<file path="config.mk">
export PLATFORM = sky130hd
export DESIGN_NAME = keypad_time_loader
export DESIGN_NICKNAME = d
export VERILOG_FILES = /design/src/rtl/keypad_time_loader.sv
export SDC_FILE = /design/constraint.sdc
export NUM_CORES = 1
export LEC_CHECK = 0
export CAP_MARGIN = 10
export CORE_MARGIN = 1
export CORE_UTILIZATION = 57
export CTS_CLUSTER_SIZE = 20
export DETAILED_ROUTE_END_ITERATION = 12
export PLACE_DENSITY = 0.92
export SLEW_MARGIN = 25
export SYNTH_ARGS = -nofsm -noshare
export SYNTH_HDL_FRONTEND = slang
export SYNTH_SLANG_ARGS = --single-unit
</file>
<file path="constraint.sdc">
create_clock -name clock -period 6.95 [get_ports clock]
set_input_delay 1.39 -clock clock [delete_from_list [all_inputs] [get_ports clock]]
set_output_delay 1.39 -clock clock [all_outputs]
set_load 0.01 [all_outputs]
</file>
<file path="src/rtl/keypad_time_loader.sv">
`timescale 1ns/1ps
// keypad_time_loader
// Keypad entry stage of the microwave controller. Synchronises the raw
// one-hot keypad, debounces press and release, and shift-loads accepted
// decimal digits into a 3-digit BCD cook-time register (min : tens ones).
// Optional feature macro: KEYPAD_ENTRY_LIMIT_EN. When it is defined, at most
// three digits are accepted until clear_entry or reset.
module keypad_time_loader #(
   parameter int DEBOUNCE_CYCLES = 3,
   parameter int KEY_W           = 10
) (
   input  logic             clock,
   input  logic             reset,
   input  logic [KEY_W-1:0] keys,
   input  logic             load_en,
   input  logic             clear_entry,
   output logic [3:0]       sec_ones,
   output logic [3:0]       sec_tens,
   output logic [3:0]       min,
   output logic [3:0]       digit,
   output logic             digit_strobe,
   output logic             key_error,
   output logic             time_nonzero
);

   localparam int CNT_W = (DEBOUNCE_CYCLES < 2) ? 1 : $clog2(DEBOUNCE_CYCLES + 1);
   // Count value meaning "this sample is the last one needed".
   localparam logic [CNT_W-1:0] CNT_LAST = CNT_W'(DEBOUNCE_CYCLES - 1);
   localparam logic [CNT_W-1:0] CNT_ONE  = CNT_W'(1);

   typedef enum logic [1:0] {
      IDLE     = 2'd0,
      PRESS_DB = 2'd1,
      WAIT_REL = 2'd2,
      REL_DB   = 2'd3
   } state_t;

   // Exactly one key held.
   function automatic logic is_onehot(input logic [KEY_W-1:0] k);
      return (k != '0) && ((k & (k - KEY_W'(1))) == '0);
   endfunction

   // Two or more keys held at once.
   function automatic logic is_multi(input logic [KEY_W-1:0] k);
      return (k != '0) && !is_onehot(k);
   endfunction

   // Decimal index of a one-hot key vector.
   function automatic logic [3:0] key_index(input logic [KEY_W-1:0] k);
      logic [3:0] idx;
      idx = '0;
      for (int i = 0; i < KEY_W; i++) begin
         if (k[i]) idx = 4'(i);
      end
      return idx;
   endfunction

   logic [KEY_W-1:0] ksync_p0;
   logic [KEY_W-1:0] ksync_p1;
   logic [KEY_W-1:0] ksync;

   state_t           state_q, state_d;
   logic [CNT_W-1:0] cnt_q, cnt_d;
   logic [KEY_W-1:0] cand_q, cand_d;
   logic             accept;
   logic [3:0]       accept_idx;
   logic             shift_en;

`ifdef KEYPAD_ENTRY_LIMIT_EN
   logic [1:0]       entry_cnt;
`endif

   // Two-flop synchroniser for the asynchronous keypad lines.
   always_ff @(posedge clock or posedge reset) begin
      if (reset) begin
         ksync_p0 <= '0;
         ksync_p1 <= '0;
      end else begin
         ksync_p0 <= keys;
         ksync_p1 <= ksync_p0;
      end
   end

   assign ksync = ksync_p1;

   // Debounce FSM state, sample counter and candidate key register.
   always_ff @(posedge clock or posedge reset) begin
      if (reset) begin
         state_q <= IDLE;
         cnt_q   <= '0;
         cand_q  <= '0;
      end else begin
         state_q <= state_d;
         cnt_q   <= cnt_d;
         cand_q  <= cand_d;
      end
   end

   // Next-state logic: press debounce, acceptance, then release debounce.
   always_comb begin
      state_d = state_q;
      cnt_d   = cnt_q;
      cand_d  = cand_q;
      accept  = 1'b0;
      case (state_q)
         IDLE: begin
            if (is_onehot(ksync)) begin
               cand_d = ksync;
               if (DEBOUNCE_CYCLES <= 1) begin
                  accept  = 1'b1;
                  state_d = WAIT_REL;
               end else begin
                  cnt_d   = CNT_ONE;
                  state_d = PRESS_DB;
               end
            end else if (is_multi(ksync)) begin
               state_d = WAIT_REL;
            end
         end
         PRESS_DB: begin
            if (ksync == '0) begin
               // Glitch shorter than the debounce window: drop it.
               cnt_d   = '0;
               state_d = IDLE;
            end else if (is_multi(ksync)) begin
               state_d = WAIT_REL;
            end else if (ksync != cand_q) begin
               // Finger slid to another key: restart on the new one.
               cand_d = ksync;
               cnt_d  = CNT_ONE;
            end else if (cnt_q == CNT_LAST) begin
               accept  = 1'b1;
               state_d = WAIT_REL;
            end else begin
               cnt_d = cnt_q + CNT_ONE;
            end
         end
         WAIT_REL: begin
            if (ksync == '0) begin
               if (DEBOUNCE_CYCLES <= 1) begin
                  state_d = IDLE;
               end else begin
                  cnt_d   = CNT_ONE;
                  state_d = REL_DB;
               end
            end
         end
         REL_DB: begin
            if (ksync != '0) begin
               // Release bounced: keep waiting for a clean release.
               state_d = WAIT_REL;
            end else if (cnt_q == CNT_LAST) begin
               cnt_d   = '0;
               state_d = IDLE;
            end else begin
               cnt_d = cnt_q + CNT_ONE;
            end
         end
         default: begin
            state_d = IDLE;
            cnt_d   = '0;
         end
      endcase
   end

   assign accept_idx = key_index(cand_d);

`ifdef KEYPAD_ENTRY_LIMIT_EN
   assign shift_en = accept && load_en && (entry_cnt != 2'd3);

   // Entry counter: blocks further digits once three have been taken.
   always_ff @(posedge clock or posedge reset) begin
      if (reset) begin
         entry_cnt <= '0;
      end else if (clear_entry) begin
         entry_cnt <= '0;
      end else if (shift_en) begin
         entry_cnt <= entry_cnt + 2'd1;
      end
   end
`else
   assign shift_en = accept && load_en;
`endif

   // Digit shift register, strobe, error flag and nonzero flag.
   always_ff @(posedge clock or posedge reset) begin
      if (reset) begin
         sec_ones     <= '0;
         sec_tens     <= '0;
         min          <= '0;
         digit        <= '0;
         digit_strobe <= 1'b0;
         key_error    <= 1'b0;
         time_nonzero <= 1'b0;
      end else begin
         digit_strobe <= shift_en;
         key_error    <= is_multi(ksync);
         // Reflects the digit register as it stood before this edge.
         time_nonzero <= ({min, sec_tens, sec_ones} != 12'd0);
         if (clear_entry) begin
            // Clear wins over a coincident accept; strobe still pulses.
            sec_ones <= '0;
            sec_tens <= '0;
            min      <= '0;
            digit    <= '0;
         end else if (shift_en) begin
            min      <= sec_tens;
            sec_tens <= sec_ones;
            sec_ones <= accept_idx;
            digit    <= accept_idx;
         end
      end
   end

endmodule

</file>
Word level (Yosys, flattened, before mapping)
Cells that the tools add are included.
{"block": "classes", "n_reduce_logical": 14, "n_eq_ne": 17, "add_sub_neg": 2, "n_bitwise": 1, "mux": 44}
{"operator": "4-bit 2-to-1 mux", "count": 14}
{"operator": "10-bit 2-to-1 mux", "count": 4}
{"operator": "2-bit 2-to-1 mux", "count": 17}
{"operator": "10-bit logical NOT", "count": 2}
{"operator": "10-bit case mux with 2 select lines", "count": 1}
{"operator": "2-bit case mux with 4 select lines", "count": 2}
{"operator": "5-bit AND reduction", "count": 3}
{"operator": "2-bit != test, second input constant", "count": 6}
{"operator": "4-bit != test, second input constant", "count": 3}
{"operator": "12-bit nonzero test", "count": 1}
{"operator": "10-bit bitwise AND", "count": 1}
{"operator": "10-bit != test", "count": 1}
{"operator": "10-bit nonzero test", "count": 1}
{"operator": "10-bit by 1-bit subtractor with 10-bit output, second input constant", "count": 1}
{"operator": "3-bit != test, second input constant", "count": 3}
{"operator": "2-bit == test, second input constant", "count": 3}
{"operator": "1-bit 2-to-1 mux", "count": 6}
{"operator": "2-bit nonzero test", "count": 2}
{"operator": "1-bit logical AND", "count": 3}
{"operator": "2-bit by 1-bit adder with 2-bit output, second input constant", "count": 1}
{"operator": "2-bit by 1-bit == test with 1-bit output, second input constant", "count": 1}
{"operator": "2-bit logical NOT", "count": 1}
{"operator": "1-bit logical NOT", "count": 1}
{"block": "word_totals", "word_cells": 90, "out_inout_bits": 19, "in_bits": 14, "reg_bits": 49}

Logic depth before layout (Yosys ltp)
{"block": "depth", "word_depth": 20, "mapped_depth": 8, "depth_no_buf": 7}

Worst setup path before layout
No wires, ideal clock.
{"block": "synth_path", "path_kind": "flip-flop to flip-flop", "start": "register ksync_p1[0] (netlist: ksync[0])", "end": "register cnt_q[0]", "required_ns": 6.825, "path_stages_with_launch": 7, "t_arrival_ns": 2.139, "period_less_slack_ns": 2.264, "setup_time_ns": 0.125, "path_slack_ns": 4.686, "path_buffers": 0, "cell_sequence": "dfrtp_1 -> or4_4 -> or3_1 -> a31oi_4 -> and2b_1 -> nand2_1 -> mux2_4"}
{"block": "synth_between", "elab_chain_len": 8, "elab_cells_between_ends": 19, "classes_between": "add/sub (1); eq/ne (6); mux (4); bitwise (1); reduce/logical (7)"}
{"element": "from (decl)", "line": "59", "source": "logic [KEY_W-1:0] ksync_p1;"}
{"element": "from (signal assigned)", "line": "80", "source": "ksync_p1 <= ksync_p0;"}
{"element": "10-bit by 1-bit subtractor with 10-bit output", "line": "40", "source": "return (k != '0) && ((k & (k - KEY_W'(1))) == '0);"}
{"element": "10-bit bitwise AND", "line": "40"}
{"element": "10-bit logical NOT", "line": "40"}
{"element": "1-bit logical AND", "line": "40"}
{"element": "1-bit logical NOT", "line": "45", "source": "return (k != '0) && !is_onehot(k);"}
{"element": "1-bit logical AND", "line": "45"}
{"element": "3-bit != test (no source line)"}
{"element": "5-bit AND reduction (no source line)"}
{"element": "to (signal assigned)", "line": "94", "source": "cnt_q <= cnt_d;"}
{"element": "to (decl)", "line": "63", "source": "logic [CNT_W-1:0] cnt_q, cnt_d;"}
Several ways; a longest one is shown, not always the timed one. The select of a mux whose other input is x is not followed.
A chain may end at the register's enable or synchronous reset.

Final worst setup path
{"block": "layout_path", "start": "register digit[1]", "end": "output digit[1]"}
{"element": "from (decl)", "line": "20", "source": "output logic [3:0] digit,"}
{"element": "from (signal assigned)", "line": "210", "source": "digit <= accept_idx;"}
No word-level cell between the ends.

==> results by group <==
Logic synthesis
  • Distinct cell type count of the synthesized netlist: 47
  • Post-synth ARST share: 100%
  • Post-synth EDFFs: 0
  • Area of the mapped netlist: 2230 sq um
  • Top cell types by occurrence after synthesis: dfrtp_1 (49), nor2_1 (15), nand2_1 (11), mux2i_1 (9)
  • Synthesized flop and latch total: 49
  • Ys flop type: dfrtp_1
  • Area share of the largest cell type after synthesis: 55.1%
  • Synthesized netlist net count: 207
  • Largest cells by area after synthesis: dfrtp_1 (55%), mux2_4 (5.4%), mux2i_1 (4.0%)
  • Count of mapped cells out of synthesis: 190
  • Total of warnings raised by yosys: 0
  • Library cell with the largest summed area after synthesis: dfrtp_1
  • Top-count cell post-synth: dfrtp_1
  • Proportion of synthesized chip area in sequential cells: 55.1%
  • Synthesized area per cell: 11.7 sq um

Final layout
  • Count of nets after finishing: 237
  • Filler instances: 282
  • Number of inserted diodes: 0
  • Area growth, synth to finish: 18.9%
  • Design area: 2650 sq um
  • Fraction of final layout cells sized beyond drive strength 1: 10.9%
  • Area of the multi-input gates: 906 sq um
  • Sequential cell area in the final layout: 1230 sq um

Critical path
  • FF-to-FF path depth: 6
  • WP depth: 1
  • Cell chain of the critical path: clkdlybuf4s50_1
  • Type of element capturing the critical path: output pin
  • Critical-path maximum fanout: 5
  • Arrival time of data at the critical path endpoint: 1.35 ns
  • Crit Path Category: reg -> out
  • Slowest cell on the critical path: clkdlybuf4s50_1
  • Top delay family on crit path: buffers and inverters
  • Worst endpoint required time: 5.56 ns
  • Delay of the slowest cell on the worst path: 0.59 ns
  • Combined buffer and inverter count along the critical path: 1
  • Critical path launch point type: flop

Global route
  • Antenna violations before repair: 0
  • Wire length of the first global-routing pass: 7.01 mm
  • Vias in the first global route: 1549
  • Grt total ovfl: 0
  • Global-route total usage across every layer: 22.6%
  • Largest net degree at the start of global routing: 50

CTS
  • Num CTS Buffers: 5
  • H-tree lvl count: 2
  • Clock latency on the worst-skew pair: 0.29 ns
  • Root buffer selected by CTS: clkbuf_8
  • Buffers inserted by post-CTS timing repair: 0
  • Clock transition at the registers of the reported paths: 0.08 ns
  • Number of buffers inserted for hold repair after clock tree synthesis: 0
  • CTS tree: built
  • Post-cts resize count: 0
  • Num Clock Sinks: 49
  • Largest buffer count on any clock path: 2

Route
  • Antenna viol nets, final: 0
  • 1st-iter DRT viols: 108
  • DRT met1 WL: 1.66 mm
  • Met3 wirelength from detailed routing: 174 um
  • Total met2 wirelength after detailed routing: 2.13 mm
  • Routed Wire Length: 4.04 mm
  • DRC errors left: 0
  • Average wire per cell in the routed design: 15.1 um
  • Drt pass-1 iters: 4
  • Average via count per standard cell: 5.79
  • Top metal layer carrying routed signals: met4
  • Detailed-route via count: 1551

Floorplan
  • Chip Width: 64.5 um
  • Overall die area: 4160 sq um
  • Std-Cell Rows: 22
  • Count of boundary I/O pins: 33
  • Placeable core region: 3720 sq um
  • Die extent in y: 64.5 um
  • Effective utilization at floorplan: 59.9%

Power
  • Peak ir drop on the vdd network: 0.000259 V
  • Clock network fraction of design power: 36.9%
  • Leakage power of the design: 1.18 nW
  • Proportion of total power due to net switching: 20.7%
  • Cell-internal power: 0.000409 W
  • Net switching power: 0.000107 W
  • Ratio of total power to cell area: 195 nW/um^2
  • Part of the power in registers: 57.8%
  • Proportion of power drawn by combinational gates: 5.3%

Timing
  • Hold Vio Cnt, Final: 0
  • Share of the cycle needed by the critical path after routing: 39.4%
  • Clock skew: 0.00785 ns
  • Transition time at the pin with the least slew margin: 0.822 ns
  • Final total negative setup slack: 0 ns
  • # setup viols final: 0
  • FMAX: 366 MHz
  • Max-slew violation count: 0
  • Period minus WS final: 2.74 ns
  • Worst-case headroom to the max-slew limit: 45.1%
  • RSZ-0062 raised after global routing: false

Placed design
  • Number of buffers inserted by port buffering: 32
  • DP Area: 2540 sq um
  • Final weighted congestion in routability-driven placement: 0.924
  • Detailed placer's ending HPWL: 2.92 mm

Worst hold path
  • Min-Delay Path Class: reg -> reg
  • Depth of the worst hold-timing path: 0

Run
  • Number of violations of the max-capacitance limit: 0

Run status
  • Run status: finished, final reports clean
cells in the final DEF (no fill, tap or decap), types with 2 or more instances in the layout:
| master | Yosys | layout |
|---|---|---|
| dfrtp_1 | 49 | 49 |
| or3_1 | 2 | 2 |
| a211oi_1 | 2 | 2 |
| and4_1 | 2 | 2 |
| inv_1 | 8 | 7 |
| nand3b_1 | 2 | 2 |
| nand4_1 | 4 | 4 |
| mux2i_1 | 9 | 9 |
| xor2_1 | 2 | 2 |
| nand3_1 | 6 | 6 |
| nor2b_1 | 2 | 2 |
| nand2_1 | 11 | 11 |
| clkbuf_8 | 0 | 5 |
| clkdlybuf4s50_1 | 0 | 32 |
| a21oi_1 | 5 | 5 |
| or2_2 | 2 | 2 |
| xnor2_1 | 8 | 8 |
| a31oi_1 | 2 | 2 |
| nor4_1 | 5 | 5 |
| o21ai_0 | 7 | 7 |
| o21ai_1 | 3 | 3 |
| ha_1 | 3 | 3 |
| nor2_1 | 15 | 15 |
| and3_1 | 3 | 3 |
| mux2_4 | 8 | 8 |
| or4_1 | 2 | 2 |
| clkinv_2 | 0 | 2 |
path summary, 6_finish.rpt:
check / slack (ns) / from / to
max in group asynchronous: 4.91 / reset / ksync[1]
setup / recovery: 4.21 / digit[1] / digit[1]
hold reg to reg: 0.35 / ksync_p0[8] / ksync[8]
hold / removal: 0.35 / ksync_p0[8] / ksync[8]
min in group asynchronous: 1.55 / reset / cand_q[4]
setup reg to reg: 4.24 / ksync[1] / digit[0]
layer usage:
layer	track usage [%]	vias up
li1	-	729
met1	27.1	768
met2	38.9	46
met3	5.46	8
met4	9.17	0
met5	0	-
power by group through the flow:
stage | Clock, W | Sequential (W) | Combinational, W
finish | 0.000190 | 0.000298 | 0.0000271
global route | 0.000208 | 0.000299 | 0.0000302
CTS | 0.000197 | 0.000298 | 0.0000274
detailed placement | 0 | 0.000304 | 0.0000273
global placement | 0 | 0.000303 | 0.0000262
floorplan | 0 | 0.000301 | 0.0000165
registers in the layout (all words and copies together), names as in the netlist, named ones only:
register	count
min	4
sec_tens	4
ksync	10
cnt_q	2
digit	4
state_q	1
key_error	1
time_nonzero	1
ksync_p0	10
cand_q	10
digit_strobe	1
through the flow:
step                      util [%]  hold slack, ns  worst slack [ns]  cells  total power (W)
after detailed placement      68.4           0.336              4.10    261         0.000331
after floorplan                  -           0.331              4.39    190         0.000318
final                         71.2           0.350              4.21    268         0.000516
after global routing          71.2           0.365              4.11    268         0.000537
after CTS                     71.2           0.350              4.20    268         0.000522
after global placement        68.4           0.332              4.14    261         0.000329
kinds of logic after synthesis:
kind of cell / after synthesis / synth area share [%]
DFF: 49 / 55.1
adders and majority gates: 3 / 1.69
buffers and inverters: 17 / 4.27
muxes: 18 / 9.94
xor gates and xnor gates: 10 / 3.93
AOI/OAI and AO/OA: 28 / 8.65
and+or+nand+nor: 65 / 16.5
worst register-to-register path: stages (launching register included):
cell and delay, ns:
dfrtp_1 0.45, or4_4 0.58, or3_1 0.41, a31oi_4 0.26, nand4_2 0.43, nor2b_1 0.31
a211oi_2 0.19
layout make-up:
class | instances | share of cell area [%]
Tap cell | 48 | 2.27
Multi-Input combinational cell | 124 | 34.2
Timing Repair Buffer | 32 | 12.1
Clock buffer | 5 | 2.60
Inverter | 8 | 1.18
Clock inverter | 2 | 1.32
Sequential cell | 49 | 46.3
Power figures use the tool's default switching activity.
==> RTL edit (same flow settings) <==
Build with the macro `KEYPAD_ENTRY_LIMIT_EN` defined.
--- a/src/rtl/keypad_time_loader.sv
+++ b/src/rtl/keypad_time_loader.sv
@@ -5,6 +5,8 @@
 // decimal digits into a 3-digit BCD cook-time register (min : tens ones).
 // Optional feature macro: KEYPAD_ENTRY_LIMIT_EN. When it is defined, at most
 // three digits are accepted until clear_entry or reset.
+`define KEYPAD_ENTRY_LIMIT_EN
+
 module keypad_time_loader #(
    parameter int DEBOUNCE_CYCLES = 3,
    parameter int KEY_W           = 10
Behaviour: no difference found for any inputs over 10 cycles, from zero or initial values and one cycle with reset high; that may be too few to reach the edited logic, so the function may still have changed.
==> RTL edit against the unedited design <==
  * Area after synthesis fell by 1.5%
  * Wire length fell by 13%
  * Sequential cell count rose by 2
  * Setup slack got worse by 8.4 ps
  * Global-route usage fell by 2.9 points
  * Via count fell by 6.1%
  * Final area fell by 2.1%
  * Count of clock-buffer cells in the layout did not move
  * Die area fell by 1.4%
  * Power fell by 3.4%
  * Combinational power fell by 14%
  * Critical path type is now in2reg
==> RTL edit: results (changes against the unedited design) <==
stage	metric	value	unit	change
synthesis	Synth cell types	43		-8.5%
detailed_routing	met1 WL	1580	um	-4.8%
global_routing	total track usage	19.7	%	-2.9 points
placement	post-DP HPWL	2570	um	-12%
global_routing	met2 Track Usage GR	32.4	%	-6.5 points
synthesis	adder-cell area share of the yosys netlist	3.19	%	+1.5 points
final_layout	Fillers	289		+2.5%
setup_path	Crit Path Max Fanout	18		+13
final_layout	# nets final	235		-0.84%
timing	Relative slew margins	46.3	%	+1.2 points
status	outcome	complete, no violations		
synthesis	Post-synth top cells	dfrtp_1 (51), nand2_1 (23), a21oi_1 (13)		
synthesis	Mapped Cells	189		-0.53%
synthesis	Synth Register Bits	51		+4.1%
global_routing	pin count of the biggest net entering global routing	52		+4.0%
placement	Placed Instances	258		-1.1%
detailed_routing	vias	1456		-6.1%
final_layout	multi-input combinational area share	31.4	%	-2.8 points
synthesis	mux contribution to synthesized area	4.56	%	-5.4 points
detailed_routing	final WL	3500	um	-13%
setup_path	CP max-delay cell	or4_4		
final_layout	area of the multi-input gates	815	um^2	-10%
pwr	Leakage Power	1.13	nW	-4.5%
synthesis	post-synthesis xor/xnor area fraction	4.39	%	+0.46 points
final_layout	NonClk Buf Share	12.4	%	+0.26 points
final_layout	layout cells sized above 1	7.80	%	-3.1 points
placement	pre-CTS setup slack	3920	ps	-183 ps
[RTL edit: final timing paths]
check | start | endpoint | slack, ps
max in group asynchronous | reset | ksync[8]$_DFF_PP0_ | 4940
max | load_en | digit[3]$_DFFE_PP0P_ | 4210
min | ksync_p0[2]$_DFF_PP0_ | ksync[2]$_DFF_PP0_ | 350
min in group asynchronous | reset | min[0]$_DFFE_PP0P_ | 1530
max reg2reg | ksync[2]$_DFF_PP0_ | digit[3]$_DFFE_PP0P_ | 4210
min reg2reg | ksync_p0[2]$_DFF_PP0_ | ksync[2]$_DFF_PP0_ | 350
[RTL edit: kinds of logic (layout without fill, tap and decap cells)]
group                      count (synthesis)  count (layout)
DFF                                       51              51
muxes                                      9               9
AOI/OAI and AO/OA                         34              34
buffers and inverters                     19              48
xor gates and xnor gates                  11              11
adders and majority gates                  6               6
and+or+nand+nor                           59              59
[RTL edit: where the power goes]
group / internal [W] / switching [W]
registers: 0.000303 / 0.00000627
logic: 0.0000114 / 0.0000119
clock network: 0.0000709 / 0.0000945
